===== src/rtl/dice_turn_ctrl.sv =====
// Two-player turn scheduler for a shared dice block.
// Grants the dice to one player at a time and drives the dice button while
// that player holds theirs. It captures the settled throw, adds it to the
// active player's score, passes the turn and declares a winner at TARGET.
// Player buttons are registered once on entry. Every FSM decision therefore
// lands one edge after the edge that samples the button. As a result, roll
// stays high through the cycle after the button falls, and the score lands
// three edges after the button is seen released.
module dice_turn_ctrl #(
  parameter int SCORE_W  = 6,
  parameter int TARGET   = 20,
  parameter int MIN_HOLD = 4
) (
  input  logic               clk,
  input  logic               rst,
  input  logic               btn_a,
  input  logic               btn_b,
  input  logic [2:0]         throw,
  output logic               roll,
  output logic               turn,
  output logic [SCORE_W-1:0] score_a,
  output logic [SCORE_W-1:0] score_b,
  output logic               score_vld,
  output logic               bad_throw,
  output logic               game_over,
  output logic               winner
);

  typedef enum logic [2:0] {
    S_WAIT,
    S_ROLL,
    S_SETTLE,
    S_ADD,
    S_DONE
  } state_t;

  localparam logic [SCORE_W-1:0] TARGET_V   = SCORE_W'(TARGET);
  localparam logic [3:0]         MIN_HOLD_V = 4'(MIN_HOLD);
  localparam logic [3:0]         HOLD_MAX   = 4'd15;

  state_t             state, state_nxt;
  logic               btn_a_p0, btn_b_p0;
  logic               act_btn;
  logic [3:0]         hold_cnt, hold_cnt_nxt;
  logic [SCORE_W-1:0] score_act;
  logic [SCORE_W-1:0] sum;
  logic               throw_ok;
  logic               add_en;
  logic               bad_en;
  logic               win;
  logic               clear;

  // Saturating add of a dice face onto a score; never wraps.
  function automatic logic [SCORE_W-1:0] sat_add(input logic [SCORE_W-1:0] a,
                                                 input logic [2:0]         b);
    logic [SCORE_W:0] s;
    s = {1'b0, a} + {{(SCORE_W-2){1'b0}}, b};
    if (s[SCORE_W]) begin
      return {SCORE_W{1'b1}};
    end
    return s[SCORE_W-1:0];
  endfunction

  assign act_btn   = turn ? btn_b_p0 : btn_a_p0;
  assign score_act = turn ? score_b : score_a;
  assign sum       = sat_add(score_act, throw);
  assign throw_ok  = (throw != 3'd0) && (throw != 3'd7);

  // Input stage: register both player buttons.
  always_ff @(posedge clk or posedge rst) begin
    if (rst) begin
      btn_a_p0 <= 1'b0;
      btn_b_p0 <= 1'b0;
    end else begin
      btn_a_p0 <= btn_a;
      btn_b_p0 <= btn_b;
    end
  end

  // Next-state and per-cycle control decisions.
  always_comb begin
    state_nxt    = state;
    hold_cnt_nxt = hold_cnt;
    add_en       = 1'b0;
    bad_en       = 1'b0;
    win          = 1'b0;
    clear        = 1'b0;
    case (state)
      S_WAIT: begin
        if (act_btn) begin
          state_nxt    = S_ROLL;
          hold_cnt_nxt = 4'd1;
        end
      end
      S_ROLL: begin
        if (act_btn) begin
          if (hold_cnt != HOLD_MAX) begin
            hold_cnt_nxt = hold_cnt + 4'd1;
          end
        end else if (hold_cnt >= MIN_HOLD_V) begin
          state_nxt = S_SETTLE;
        end else begin
          state_nxt = S_WAIT;
        end
      end
      S_SETTLE: begin
        state_nxt = S_ADD;
      end
      S_ADD: begin
        if (throw_ok) begin
          add_en = 1'b1;
          if (sum >= TARGET_V) begin
            win       = 1'b1;
            state_nxt = S_DONE;
          end else begin
            state_nxt = S_WAIT;
          end
        end else begin
          bad_en    = 1'b1;
          state_nxt = S_WAIT;
        end
      end
      S_DONE: begin
        if (btn_a_p0 && btn_b_p0) begin
          clear     = 1'b1;
          state_nxt = S_WAIT;
        end
      end
      default: begin
        state_nxt = S_WAIT;
      end
    endcase
  end

  // Control stage: state, hold counter and registered status outputs.
  always_ff @(posedge clk or posedge rst) begin
    if (rst) begin
      state     <= S_WAIT;
      hold_cnt  <= 4'd0;
      roll      <= 1'b0;
      game_over <= 1'b0;
      score_vld <= 1'b0;
      bad_throw <= 1'b0;
    end else begin
      state     <= state_nxt;
      hold_cnt  <= hold_cnt_nxt;
      roll      <= (state_nxt == S_ROLL);
      game_over <= (state_nxt == S_DONE);
      score_vld <= add_en;
      bad_throw <= bad_en;
    end
  end

  // Score stage: accumulate the counted throw, pass turn, latch the winner.
  always_ff @(posedge clk or posedge rst) begin
    if (rst) begin
      score_a <= '0;
      score_b <= '0;
      turn    <= 1'b0;
      winner  <= 1'b0;
    end else if (clear) begin
      score_a <= '0;
      score_b <= '0;
      turn    <= 1'b0;
      winner  <= 1'b0;
    end else if (add_en) begin
      if (turn) begin
        score_b <= sum;
      end else begin
        score_a <= sum;
      end
      if (win) begin
        winner <= turn;
      end else begin
        turn <= ~turn;
      end
    end
  end

endmodule


===== config.mk =====
export PLATFORM = sky130hd
export DESIGN_NAME = dice_turn_ctrl
export DESIGN_NICKNAME = d
export VERILOG_FILES = /design/src/rtl/dice_turn_ctrl.sv
export SDC_FILE = /design/constraint.sdc
export NUM_CORES = 1
export LEC_CHECK = 0
export ABC_CLOCK_PERIOD_IN_PS = 5200
export CORE_MARGIN = 5
export CORE_UTILIZATION = 32
export CTS_BUF_LIST = sky130_fd_sc_hd__clkbuf_4
export DETAILED_ROUTE_END_ITERATION = 6
export PLACE_DENSITY = 0.54
export REMOVE_ABC_BUFFERS = 1
export SLEW_MARGIN = 20
export SYNTH_ARGS = -nofsm -noshare
export SYNTH_HDL_FRONTEND = slang
export SYNTH_SLANG_ARGS = --single-unit

===== constraint.sdc =====
create_clock -name clk -period 5.2 [get_ports clk]
set_input_delay 0.78 -clock clk [delete_from_list [all_inputs] [get_ports clk]]
set_output_delay 0.78 -clock clk [all_outputs]
set_load 0.1 [all_outputs]

# After elaboration in Yosys (flattened, before gate mapping)
# Index checks and enable logic that the tools add are counted.
dict set report totals {
  ram_bits 0
  inputBits 7
  memories 0
  regBits 27
  latchBits 0
  word_cells 80
  romBits 0
  output_inout_bits 18
}
dict set report classes {
  bitwise 1
  n_reduce_logical 13
  magnitude_cmp 2
  n_div 0
  shifts 0
  mul 0
  n_eq_ne 13
  mux 37
  addsub 2
}
# cell count
set op_table {}
lappend op_table {{2-to-1 mux 6 bit} 9}
lappend op_table {{2-to-1 mux 1 bit} 17}
lappend op_table {{2-to-1 mux 3 bit} 5}
lappend op_table {{one-hot mux 3 bit (5 select lines)} 1}
lappend op_table {{2-to-1 mux 4 bit} 3}
lappend op_table {{one-hot mux 4 bit (2 select lines)} 1}
lappend op_table {{AND reduction 2 bit} 4}
lappend op_table {{nonzero test 2 bit} 4}
lappend op_table {{adder 6 x 3 -> 7 bit} 1}
lappend op_table {{== test 3 x 1 -> 1 bit (second input constant)} 2}
lappend op_table {{== test 3 x 2 -> 1 bit (second input constant)} 2}
lappend op_table {{== test 3 bit (second input constant)} 2}
lappend op_table {{>= comparator 6 x 5 -> 1 bit (second input constant)} 1}
lappend op_table {{inequality test 2 bit (second input constant)} 3}
lappend op_table {{adder 4 x 1 -> 4 bit (second input constant)} 1}
lappend op_table {{>= comparator 4 x 3 -> 1 bit (second input constant)} 1}
lappend op_table {{inequality test 2 x 1 -> 1 bit (second input constant)} 2}
lappend op_table {{inequality test 4 bit (second input constant)} 1}
lappend op_table {{AND reduction 4 bit} 1}
lappend op_table {{zero test 3 bit} 1}
lappend op_table {{inequality test 3 bit (second input constant)} 1}
lappend op_table {{nonzero test 3 bit} 1}
lappend op_table {{logical AND 1 bit} 2}
lappend op_table {{2-to-1 mux 2 bit} 1}
lappend op_table {{NOT 1 bit} 1}

# Depth between registers and ports, before layout
# Gate-level depths: netlist of the first run.
dict set report depth {
  word_depth 11
  ltp_mapped 10
  depth_no_buf 8
}

# Worst setup path before layout of the first run
# No wires, ideal clock.
dict set report synth_timing {
  path_type {register to register}
  start {register turn}
  end {register game_over}
  slack_ns 1.750
  t_arrival_ns 3.332
  path_stages_with_launch 11
  required_ns 5.081
  synth_period_minus_slack_ns 3.450
  path_buffers 2
  setup_ns 0.119
  path_cell_list {dfrtp_1 buf_6 buf_2 mux2_2 ha_1 fa_1 a21oi_1 a211oi_2 nor4_2 o22ai_2 o21a_1}
}
dict set report synth_between {
  elab_chain_cells 9
  word_cells_on_any_way 12
  classes_between {1 x add/sub; 1 x order compare; 1 x eq/ne; 9 x mux}
}
# item line_no
set synth_lines {}
lappend synth_lines {{from (decl)} 20} ;# output logic turn,
lappend synth_lines {{from (signal assigned)} 175} ;# turn <= ~turn;
lappend synth_lines {{2-to-1 mux 6 bit} 65} ;# assign score_act = turn ? score_b : score_a;
lappend synth_lines {{adder 6 x 3 -> 7 bit} 57} ;# s = {1'b0, a} + {{(SCORE_W-2){1'b0}}, b};
lappend synth_lines {{2-to-1 mux 1 bit} 58} ;# if (s[SCORE_W]) begin
lappend synth_lines {{2-to-1 mux 6 bit} 61} ;# return s[SCORE_W-1:0];
lappend synth_lines {{>= comparator 6 x 5 -> 1 bit} 112} ;# if (sum >= TARGET_V) begin
lappend synth_lines {{2-to-1 mux 3 bit} 112}
lappend synth_lines {{2-to-1 mux 3 bit} 110} ;# if (throw_ok) begin
lappend synth_lines {{one-hot mux 3 bit (5 select lines) *} 88} ;# case (state)
lappend synth_lines {{== test 3 bit *} 148} ;# game_over <= (state_nxt == S_DONE);
lappend synth_lines {{to (signal assigned)} 148}
lappend synth_lines {{to (decl)} 25} ;# output logic game_over,
# Mark *: on every way between the ends. The rest lies on a longest branch, timed or not.
# A chain may end at the register's enable or synchronous reset.

# Worst setup path after layout of the first run
dict set report layout_timing {
  start {register turn}
  end {output port turn}
}
# No word-level cell between the ends.

==> qor.yml, run 1 <==
run_status:
  status: "finished, final reports clean"
job:
  cap_violations: 0
detailed_routing:
  vias: 1084
  drt_pre_antenna_iters: 4
  wire_per_inst_um: 14.18
  drtIter0Drc: 38
  ant_nets: 0
  viasPerCell: 5.187
  postRouteWirelength_um: 2963
  drc: 0
setup_path:
  cp_data_required_time_ps: 4420
  r2r_cells: 8
  cp_max_fo: 16
  crit_path_cell_trace: "clkdlybuf4s50_1"
  r2r_setup_slack_ps: 2070
  crit_family: "buffers and inverters"
  cp-start-kind: "flip-flop"
  max_stage_delay_ps: 1260
  arrival_ps: 2370
  crit_path_end_kind: "primary output"
  crit_cells: 1
  slowest_stage: "clkdlybuf4s50_1"
  cp_num_buf_inv: 1
  crit_type: "reg -> out"
pwr:
  p_clk_share_pct: 8.5
  pwr-share-seq_pct: 32.2
  p_leak_nw: 0.7463
  p_per_area_nw_per_um2: 617.4
  p_sw_mw: 0.5891
  pwr-share-comb_pct: 59.3
  ir_drop_mv: 0.2112
  p_int_mw: 0.4901
  switching_share_pct: 54.59
  finalPower_mw: 1.079
clocking:
  numCtsBuffers: 3
  hold_buffers: 0
  path_clk_slew_ps: 140
  numClockSinks: 27
  clock_path_buffers: 2
  clock_latency_ps: 320
  cts_root_buf: "clkbuf_4"
  htree_levels: 1
  cts_setup_buffers: 0
  cts_tree: "done"
  cts_resized: 0
sta:
  finClkSkew_ps: 9.892
  drv_slew: 0
  finalWorstSetupSlack_ps: 2051
  worst_slew_pin_slew_ps: 972.0
  rsz0062_at_grt: "no"
  finalHoldViolCount: 0
  hold_slack_ps: 524.0
  max_freq_mhz: 317.6
  fin_crit_ps: 3149
  fin_crit_sh_pct: 60.56
  max_slew_margin_pct: 34.99
  setup_viol: 0
  setup_tns_ps: 0
floorplan:
  die-area_um2: 5960
  fp.dieW_um: 77.20
  design.core.area_um2: 4354
  initial_core_util_pct: 33.19
  ios: 25
  die-height_um: 77.20
  rows: 24
logic_synthesis:
  synthArstFlopShare_pct: 100.0
  synth.top_cell.area_share_pct: 46.75
  ys_types: 40
  synth.most_common_cell: "dfrtp_1"
  synthTopCellsByArea: "dfrtp_1 47%, mux2_2 7.0%, o21ai_0 3.8%, ha_1 3.5%, mux2i_1 3.5%"
  synth_ff_type: "dfrtp_1"
  syn_inst: 134
  yosysSeqAreaShare_pct: 46.75
  synth_common_cells: "27 x dfrtp_1, 12 x nand2_1, 11 x o21ai_0"
  syn_area_per_cell_um2: 10.78
  synth_area_um2: 1445
  ys_ff_latch: 27
  yosysWarnings: 0
  synth_top_area_cell: "dfrtp_1"
  synth-edff-count: 0
global_route:
  grt-ovfl-total: 0
  grtUsageMet1_pct: 13.29
  grt_pass1_wl_um: 5133
  busiest_layer: "met2"
  grt_pass1_vias: 1047
  grtUsageTotal_pct: 10.53
  antenna_found_initial: 0
  use_met2_pct: 17.26
  grt_max_degree: 28
  grt_util_met3_pct: 2.810
layout:
  postLayoutCellArea_um2: 1748
  drive_above_1_share_pct: 15.92
  synthToLayoutAreaGrowth_pct: 20.95
  final_nets: 170
  antennaDiodeCount: 0
worst_hold_path:
  min_path_cells: 2
  hp-class: "reg -> reg"
placement:
  dpl.hpwl_um: 2247
  routabilityCongestion: 0.8558
  dpl_cell_area_um2: 1720
  port_buffers: 24
  dp_slack_ps: 1980
placed cells by master (no fill, tap or decap), types with 2 or more instances in the layout:
master	instances
dfrtp_1	27
clkdlybuf4s50_1	24
nand2_1	12
o21ai_0	11
mux2_2	9
nor2_1	8
nand3_1	6
a21oi_1	6
mux2i_1	5
ha_1	4
inv_1	3
nand3b_1	3
o21a_1	3
clkbuf_4	3
nor3_1	2
and4_1	2
a21oi_2	2
nand4_1	2
xor2_1	2
a21boi_0	2
nor4_2	2
cells by family (layout without fill, tap and decap cells):
| kind of cell | Yosys count | after routing | synth area share (%) |
|---|---|---|---|
| DFF | 27 | 27 | 46.75 |
| AOI/OAI and AO/OA | 31 | 31 | 14.37 |
| adders and majority gates | 5 | 5 | 4.849 |
| xor gates and xnor gates | 2 | 2 | 1.212 |
| and+or+nand+nor | 44 | 44 | 17.23 |
| buffers and inverters | 9 | 32 | 3.116 |
| muxes | 16 | 16 | 12.47 |
path summary, 6_finish.rpt:
kind                                        startpoint                     end
worst max register to register        turn$_DFFE_PP0P_     game_over$_DFF_PP0_
worst max-delay path                  turn$_DFFE_PP0P_                    turn
max in group asynchronous                          rst  score_a[5]$_DFFE_PP0P_
min in group asynchronous                          rst  score_b[0]$_DFFE_PP0P_
worst min register to register  score_b[1]$_DFFE_PP0P_  score_b[1]$_DFFE_PP0P_
worst min-delay path            score_b[1]$_DFFE_PP0P_  score_b[1]$_DFFE_PP0P_
per-stage QoR:
stage          util (%)  cells
3_5_place_dp      39.51    205
3_3_place_gp      39.51    205
4_1_cts           40.14    209
6_report          40.14    209
5_1_grt           40.14    209
2_1_floorplan         -    129
state kept, by name, summed over array words and instances, names as in the netlist, 3 cells and up:
signal	cells
score_a	6
score_b	6
hold_cnt	4
state	3
power groups by stage:
stage / registers, mW / clock network (mW) / logic [mW]
floorplan: 0.609 / 0 / 0.240
global placement: 0.350 / 0 / 0.644
detailed placement: 0.355 / 0 / 0.645
CTS: 0.349 / 0.0960 / 0.647
global route: 0.360 / 0.103 / 0.683
finish: 0.348 / 0.0913 / 0.640
area by class of cell:
class | count | area (µm²)
Clock inverter | 1 | 5.005
Clock buffer | 3 | 22.52
Tap cell | 52 | 65.06
Timing Repair Buffer | 24 | 240.2
Inverter | 4 | 15.01
Sequential cell | 27 | 675.6
Fill cell | 411 | 2606
Multi-Input combinational cell | 98 | 724.4
metal layers:
layer	vias up	part of all wire (%)
met2	18	48
met4	0	0.78
li1	532	-
met3	2	4.6
met1	532	46
met5	-	0
(Power assumes the default switching activity.)
==> run 2: changes to the inputs <==
Settings changed: ABC_CLOCK_PERIOD_IN_PS 5200 to 2600, PLACE_DENSITY 0.54 to 0.56.
Clock period 5.2 ns to 2.6 ns, I/O delays scaled along.
==> qor.yml, run 2 (synthesis gave the netlist of run 1 again) <==
sta:
  finClkSkew_ps: 3.047  # -6.844 ps
  fin_crit_sh_pct: 94.78
  setup_viol: 0  # unchanged
  fin_crit_ps: 2464
  max_freq_mhz: 405.8
  setup_tns_ps: 0  # unchanged
  finalHoldViolCount: 0  # unchanged
  max_slew_margin_pct: 63.92  # +29 points
  worst_slew_pin_slew_ps: 536.7  # -435.3 ps
  finalWorstSetupSlack_ps: 135.8  # -1915 ps
  drv_slew: 0  # unchanged
clocking:
  path_clk_slew_ps: 150  # about the same
  clock_latency_ps: 320  # about the same
  numCtsBuffers: 3  # unchanged
  cts_tree: "done"
  clock_path_buffers: 2  # unchanged
  htree_levels: 1  # unchanged
  cts_root_buf: "clkbuf_4"
  numClockSinks: 27  # unchanged
floorplan:
  initial_core_util_pct: 33.19  # unchanged
  ios: 25  # unchanged
  design.core.area_um2: 4354  # unchanged
  fp.dieW_um: 77.20  # unchanged
  die-area_um2: 5960  # unchanged
  rows: 24  # unchanged
  die-height_um: 77.20  # unchanged
detailed_routing:
  top_layer_used: "met4"
  viasPerCell: 5.124  # -1.2%
  drtIter0Drc: 26  # -32%
  postRouteWirelength_um: 3085  # +4.1%
  drc: 0  # unchanged
  drt_pre_antenna_iters: 4  # unchanged
  drt-met1-wl_um: 1362  # -0.22%
  ant_nets: 0  # unchanged
  wl_met3_um: 105  # -23%
  vias: 1112  # +2.6%
  wire_per_inst_um: 14.22  # +0.28%
  wl_met2_um: 1594  # +11%
layout:
  largestRegisters: "score_a: 6 flops, score_b: 6 flops, hold_cnt: 4 flops"
  final_cell_count_no_fill: 217  # +3.8%
  antennaDiodeCount: 0  # unchanged
  final_nets: 178  # +4.7%
  seqCellArea_um2: 675.6  # unchanged
  drive_above_1_share_pct: 32.12  # +16 points
  fill_cells: 441  # +7.3%
  final_common_cell: "dfrtp_1"
  multi_input_area_um2: 750.7  # +3.6%
  synthToLayoutAreaGrowth_pct: 23.98
  fin_util_pct: 41.15  # +1.0 points
  final_cell_mix: "27 x dfrtp_1, 26 x buf_4, 12 x nand2_1"
placement:
  routabilityCongestion: 0.8602  # +0.51%
  dpl.hpwl_um: 2389  # +6.3%
  dp_cells: 213  # +3.9%
  port_buffers: 24  # unchanged
  dp_slack_ps: -180.3  # -2161 ps
pwr:
  ir_drop_mv: 0.4365  # +110%
  p_per_area_nw_per_um2: 1259  # +100%
  pwr-share-seq_pct: 29.1  # -3.1 points
  finalPower_mw: 2.256  # +110%
  pwr-share-comb_pct: 62.3  # +3.0 points
  p_leak_nw: 0.8194  # +9.8%
  p_clk_share_pct: 8.6  # about the same
  p_sw_mw: 1.225  # +110%
  p_int_mw: 1.030  # +110%
  switching_share_pct: 54.32  # -0.27 points
setup_path:
  crit_type: "reg -> reg"
  path_common_cell: "mux2_2"
  cp_max_fo: 4  # -12
  crit_path_end_kind: "flip-flop"
  cp_data_required_time_ps: 2830  # -1590 ps
  r2r_setup_slack_ps: 140  # -1930 ps
  cp-start-kind: "flip-flop"
  r2r_end: "score_b[4]$_DFFE_PP0P_"
  r2r_cells: 8  # unchanged
  max_stage_delay_ps: 520  # -740 ps
  cp_num_buf_inv: 1  # unchanged
  crit_path_cell_trace: "buf_4 > mux2_2 > ha_1 > a21oi_4 > or4_4 > nand2_1 > nor2_1 > mux2_2"
  timing.rr.start: "turn$_DFFE_PP0P_"
  crit_family: "simple AND/OR/NAND/NOR gates"
  arrival_ps: 2690  # +320 ps
  crit_cells: 8  # +7
  slowest_stage: "or4_4"
global_route:
  grt_pass1_wl_um: 5375  # +4.7%
  antenna_found_initial: 0  # unchanged
  grt-ovfl-total: 0  # unchanged
  grtUsageTotal_pct: 11.03  # +0.49 points
  grt_max_degree: 28  # unchanged
  grt_pass1_vias: 1124  # +7.4%
worst_hold_path:
  hp-class: "in -> async"
run_status:
  status: "finished, final reports clean"
job:
  cap_violations: 0  # unchanged
==> run 2: changes by cell type in the layout (fill, tap and decap cells not counted), sizes merged <==
cell	change
clkbuf	+1
buf	+26
clkdlybuf4s50	-18
clkinv	-1
==> run 2: how the worst max path moves through the flow <==
stage | start | to | slack [ps]
floorplan | turn$_DFFE_PP0P_ | game_over$_DFF_PP0_ | -790
CTS | turn$_DFFE_PP0P_ | game_over$_DFF_PP0_ | 20
detailed placement | throw[0] | game_over$_DFF_PP0_ | -180
global placement | throw[0] | game_over$_DFF_PP0_ | -80
global route | turn$_DFFE_PP0P_ | winner$_DFFE_PP0P_ | -10
finish | turn$_DFFE_PP0P_ | score_b[4]$_DFFE_PP0P_ | 140
==> run 2: metrics by stage <==
step	hold WS, ps	instance area [µm²]
after global placement	496.8	1735
final	414.6	1792
after global routing	415.3	1792
after CTS	414.5	1769
after detailed placement	515.9	1735
after floorplan	421.4	1415
==> run 2: worst min-delay path, stage by stage <==
cell and delay [ps]:
clkdlybuf4s50_1 400, inv_1 60, buf_4 320
==> run 2: power groups by stage <==
stage               Clock, mW  Combinational, mW  Sequential [mW]
global placement            0               1.33            0.662
finish                  0.195               1.40            0.657
detailed placement          0               1.35            0.668
global route            0.225               1.50            0.683
floorplan                   0              0.481             1.22
CTS                     0.206               1.36            0.658
==> run 2: what timing repair did <==
item / CTS / global route
buffers inserted: 0 / 0
gates resized for setup: 1 / 5
hold endpoints to repair: 0 / 0
setup endpoints to repair: 3 / 4
pin swaps: 0 / 2
hold buffers: 0 / 0
==> run 2: area by class of cell <==
| cell class | instances | area share, % |
|---|---|---|
| multi-input cells | 98 | 41.90 |
| flip-flops and latches | 27 | 37.71 |
| repair buffers | 32 | 14.25 |
| well taps | 52 | 3.631 |
| clock buffers | 4 | 1.676 |
| inverters | 4 | 0.8380 |
==> run 2: metal layers <==
metal	vias up	GRT usage, %
li1	553	-
met1	539	13.17
met2	18	19.36
met3	2	2.108
met4	0	4.124
met5	-	0
==> run 3: changes to the inputs <==
Settings changed: ABC_AREA set to 1, CAP_MARGIN set to 30, CORE_MARGIN 5 to not set, PLACE_DENSITY 0.56 to 0.55.
==> qor.yml, run 3 <==
run_status:
  status: "finished, final reports clean"
global_route:
  grt_pass1_wl_um: 5140  # -4.4%
  grt_max_degree: 28  # unchanged
  grtUsageTotal_pct: 12.69  # +1.7 points
  antenna_found_initial: 0  # unchanged
  grt-ovfl-total: 0  # unchanged
  grt_pass1_vias: 1115  # -0.80%
floorplan:
  die-area_um2: 5171  # -13%
  ios: 25  # unchanged
  die-height_um: 71.91  # -6.9%
  design.core.area_um2: 4723  # +8.5%
  rows: 25  # +4.2%
  fp.dieW_um: 71.91  # -6.9%
  initial_core_util_pct: 33.11  # -0.077 points
detailed_routing:
  vias: 1214  # +9.2%
  drt-met1-wl_um: 1549  # +14%
  ant_nets: 0  # unchanged
  wire_per_inst_um: 10.28  # -28%
  wl_met2_um: 1235  # -23%
  top_layer_used: "met4"
  drc: 0  # unchanged
  drt_pre_antenna_iters: 4  # unchanged
  wl_met3_um: 99  # -5.7%
  postRouteWirelength_um: 2910  # -5.7%
  drtIter0Drc: 41  # +58%
  viasPerCell: 4.290  # -16%
pwr:
  pwr-share-comb_pct: 62.3  # about the same
  p_per_area_nw_per_um2: 1159  # -7.9%
  ir_drop_mv: 0.5059  # +16%
  p_clk_share_pct: 8.9  # +0.3 points
  p_leak_nw: 0.9270  # +13%
  pwr-share-seq_pct: 28.8  # -0.3 points
  switching_share_pct: 56.38  # +2.1 points
  p_sw_mw: 1.224  # about the same
  p_int_mw: 0.9469  # -8.1%
logic_synthesis:
  syn_inst: 187  # +40%
  yosysWarnings: 0  # unchanged
  syn_area_per_cell_um2: 8.364  # -22%
  ys_types: 32  # -20%
  synth-edff-count: 0  # unchanged
  synth_ff_type: "dfrtp_1"
  ys_ff_latch: 27  # unchanged
  yosysSeqAreaShare_pct: 43.20  # -3.6 points
  synth_common_cells: "64 x nand2_1, 27 x dfrtp_1, 15 x inv_1"
  synth_area_um2: 1564  # +8.2%
  synth.top_cell.area_share_pct: 43.20  # -3.6 points
  synthArstFlopShare_pct: 100.0  # unchanged
  synth.most_common_cell: "nand2_1"
  synth_top_area_cell: "dfrtp_1"
  synthTopCellsByArea: "dfrtp_1 43%, nand2_1 15%, nand2_8 3.8%, inv_1 3.6%, ha_1 3.2%"
setup_path:
  max_stage_delay_ps: 500  # -20 ps
  path_common_cell: "nand2_1"
  crit_type: "reg -> reg"
  arrival_ps: 2460  # -230 ps
  cp_data_required_time_ps: 2820  # about the same
  cp_max_fo: 7  # +3
  cp-start-kind: "flip-flop"
  slowest_stage: "dfrtp_1"
  crit_path_cell_trace: "nand2_1 > o21ai_0 > ha_1 > fa_1 > nand2_1 > nand2_1 > nand2_1 > nor2_4 > nor2_1 > nand2_1 > nand2_1 > nand2_2 > nand2_2 > o21ai_0"
  crit_path_end_kind: "flip-flop"
  r2r_setup_slack_ps: 360  # +220 ps
clocking:
  hold_buffers: 0  # unchanged
  numCtsBuffers: 3  # unchanged
  path_clk_slew_ps: 160  # about the same
  htree_levels: 1  # unchanged
  clock_path_buffers: 2  # unchanged
  cts_setup_buffers: 0  # unchanged
  cts_tree: "done"
  cts_root_buf: "clkbuf_4"
  clock_latency_ps: 330  # about the same
  numClockSinks: 27  # unchanged
  cts_resized: 0  # -1
sta:
  setup_viol: 0  # unchanged
  max_freq_mhz: 445.4  # +9.8%
  rsz0062_at_grt: "no"
  fin_crit_ps: 2245  # -219.2 ps
  finClkSkew_ps: 5.589  # +2.542 ps
  finalWorstSetupSlack_ps: 355.0  # +219.2 ps
  worst_slew_pin_slew_ps: 547.1  # +10.37 ps
  max_slew_margin_pct: 63.53  # -0.39 points
  drv_slew: 0  # unchanged
  finalHoldViolCount: 0  # unchanged
  fin_crit_sh_pct: 86.35  # -8.4 points
layout:
  final_common_cell: "nand2_1"
  final_cell_mix: "64 x nand2_1, 27 x dfrtp_1, 21 x buf_4"
  antennaDiodeCount: 0  # unchanged
  drive_above_1_share_pct: 24.07  # -8.0 points
  fin_util_pct: 39.66  # -1.5 points
  largestRegisters: "score_a: 6 flops, score_b: 6 flops, hold_cnt: 4 flops"
  final_nets: 229  # +29%
  synthToLayoutAreaGrowth_pct: 19.76
placement:
  dpl.hpwl_um: 2248  # -5.9%
  routabilityCongestion: 0.8138  # -5.4%
  dp_slack_ps: 175.9  # +356.2 ps
  port_buffers: 24  # unchanged
job:
  cap_violations: 0  # unchanged
worst_hold_path:
  hp-class: "in -> async"
[run 3: cell types whose count changed after synthesis, sizes merged, moves of 3 or more]
cell	delta
mux2i	-6
o21a	-3
nand2	+64
inv	+15
nor2	+5
mux2	-10
o21ai	+7
[run 3: metal layers]
| layer | vias up | GRT usage [%] |
|---|---|---|
| met3 | 2 | 2.083 |
| met1 | 532 | 19.24 |
| met5 | - | 0 |
| met4 | 0 | 3.268 |
| li1 | 660 | - |
| met2 | 20 | 18.76 |
[run 3: worst max-delay path: cells and delay by family, from the launching register on]
kind / cells / cell delay (ps)
adders and majority gates: 2 / 630
DFF: 1 / 500
AOI/OAI and AO/OA: 2 / 190
and+or+nand+nor: 10 / 820
[run 3: logic make-up (layout without fill, tap and decap cells)]
logic type / Yosys count / count (layout) / synth area share (%)
AO/OA/AOI/OAI: 27 / 27 / 10.00
XOR/XNOR: 1 / 1 / 0.5601
adder cells (fa/ha/maj): 5 / 5 / 4.480
buffers and inverters: 23 / 52 / 7.359
flip-flops: 27 / 27 / 43.20
AND/OR/NAND/NOR: 104 / 104 / 34.40
[run 3: cell type report]
| class | count | area, µm² |
|---|---|---|
| Inverter | 21 | 92.59 |
| Clock buffer | 3 | 22.52 |
| Multi-Input combinational cell | 137 | 773.2 |
| Clock inverter | 1 | 7.507 |
| Fill cell | 497 | 2850 |
| Tap cell | 67 | 83.83 |
| Timing Repair Buffer | 27 | 217.7 |
| Sequential cell | 27 | 675.6 |
[run 3: power by group through the flow]
| stage | clock network [mW] | registers, mW | logic (mW) |
|---|---|---|---|
| 3_3_place_gp | 0 | 0.636 | 1.37 |
| 6_report | 0.193 | 0.626 | 1.35 |
| 3_5_place_dp | 0 | 0.636 | 1.36 |
| 5_1_grt | 0.221 | 0.642 | 1.47 |
| 2_1_floorplan | 0 | 1.15 | 0.561 |
| 4_1_cts | 0.207 | 0.628 | 1.37 |
[run 3: through the flow]
step | hold WS, ps | total power [mW] | setup TNS, ps | cells | cell area, µm²
3_5_place_dp | 499.0 | 2.000 | 0 | 279 | 1843
2_1_floorplan | 421.4 | 1.709 | -2120 | 185 | 1541
3_3_place_gp | 496.2 | 2.003 | 0 | 279 | 1843
5_1_grt | 421.1 | 2.334 | 0 | 283 | 1873
6_report | 388.3 | 2.171 | 0 | 283 | 1873
4_1_cts | 400.3 | 2.204 | 0 | 283 | 1873
[run 3: path summary, 6_finish.rpt]
check,start,to,cells past startpoint
max in group asynchronous,rst,score_b[4]$_DFFE_PP0P_,3
min reg2reg,score_b[5]$_DFFE_PP0P_,score_b[5]$_DFFE_PP0P_,2
min,rst,score_b[0]$_DFFE_PP0P_,3
max reg2reg,turn$_DFFE_PP0P_,game_over$_DFF_PP0_,14
max,turn$_DFFE_PP0P_,game_over$_DFF_PP0_,14
min in group clk,btn_a,btn_a_p0$_DFF_PP0_,1
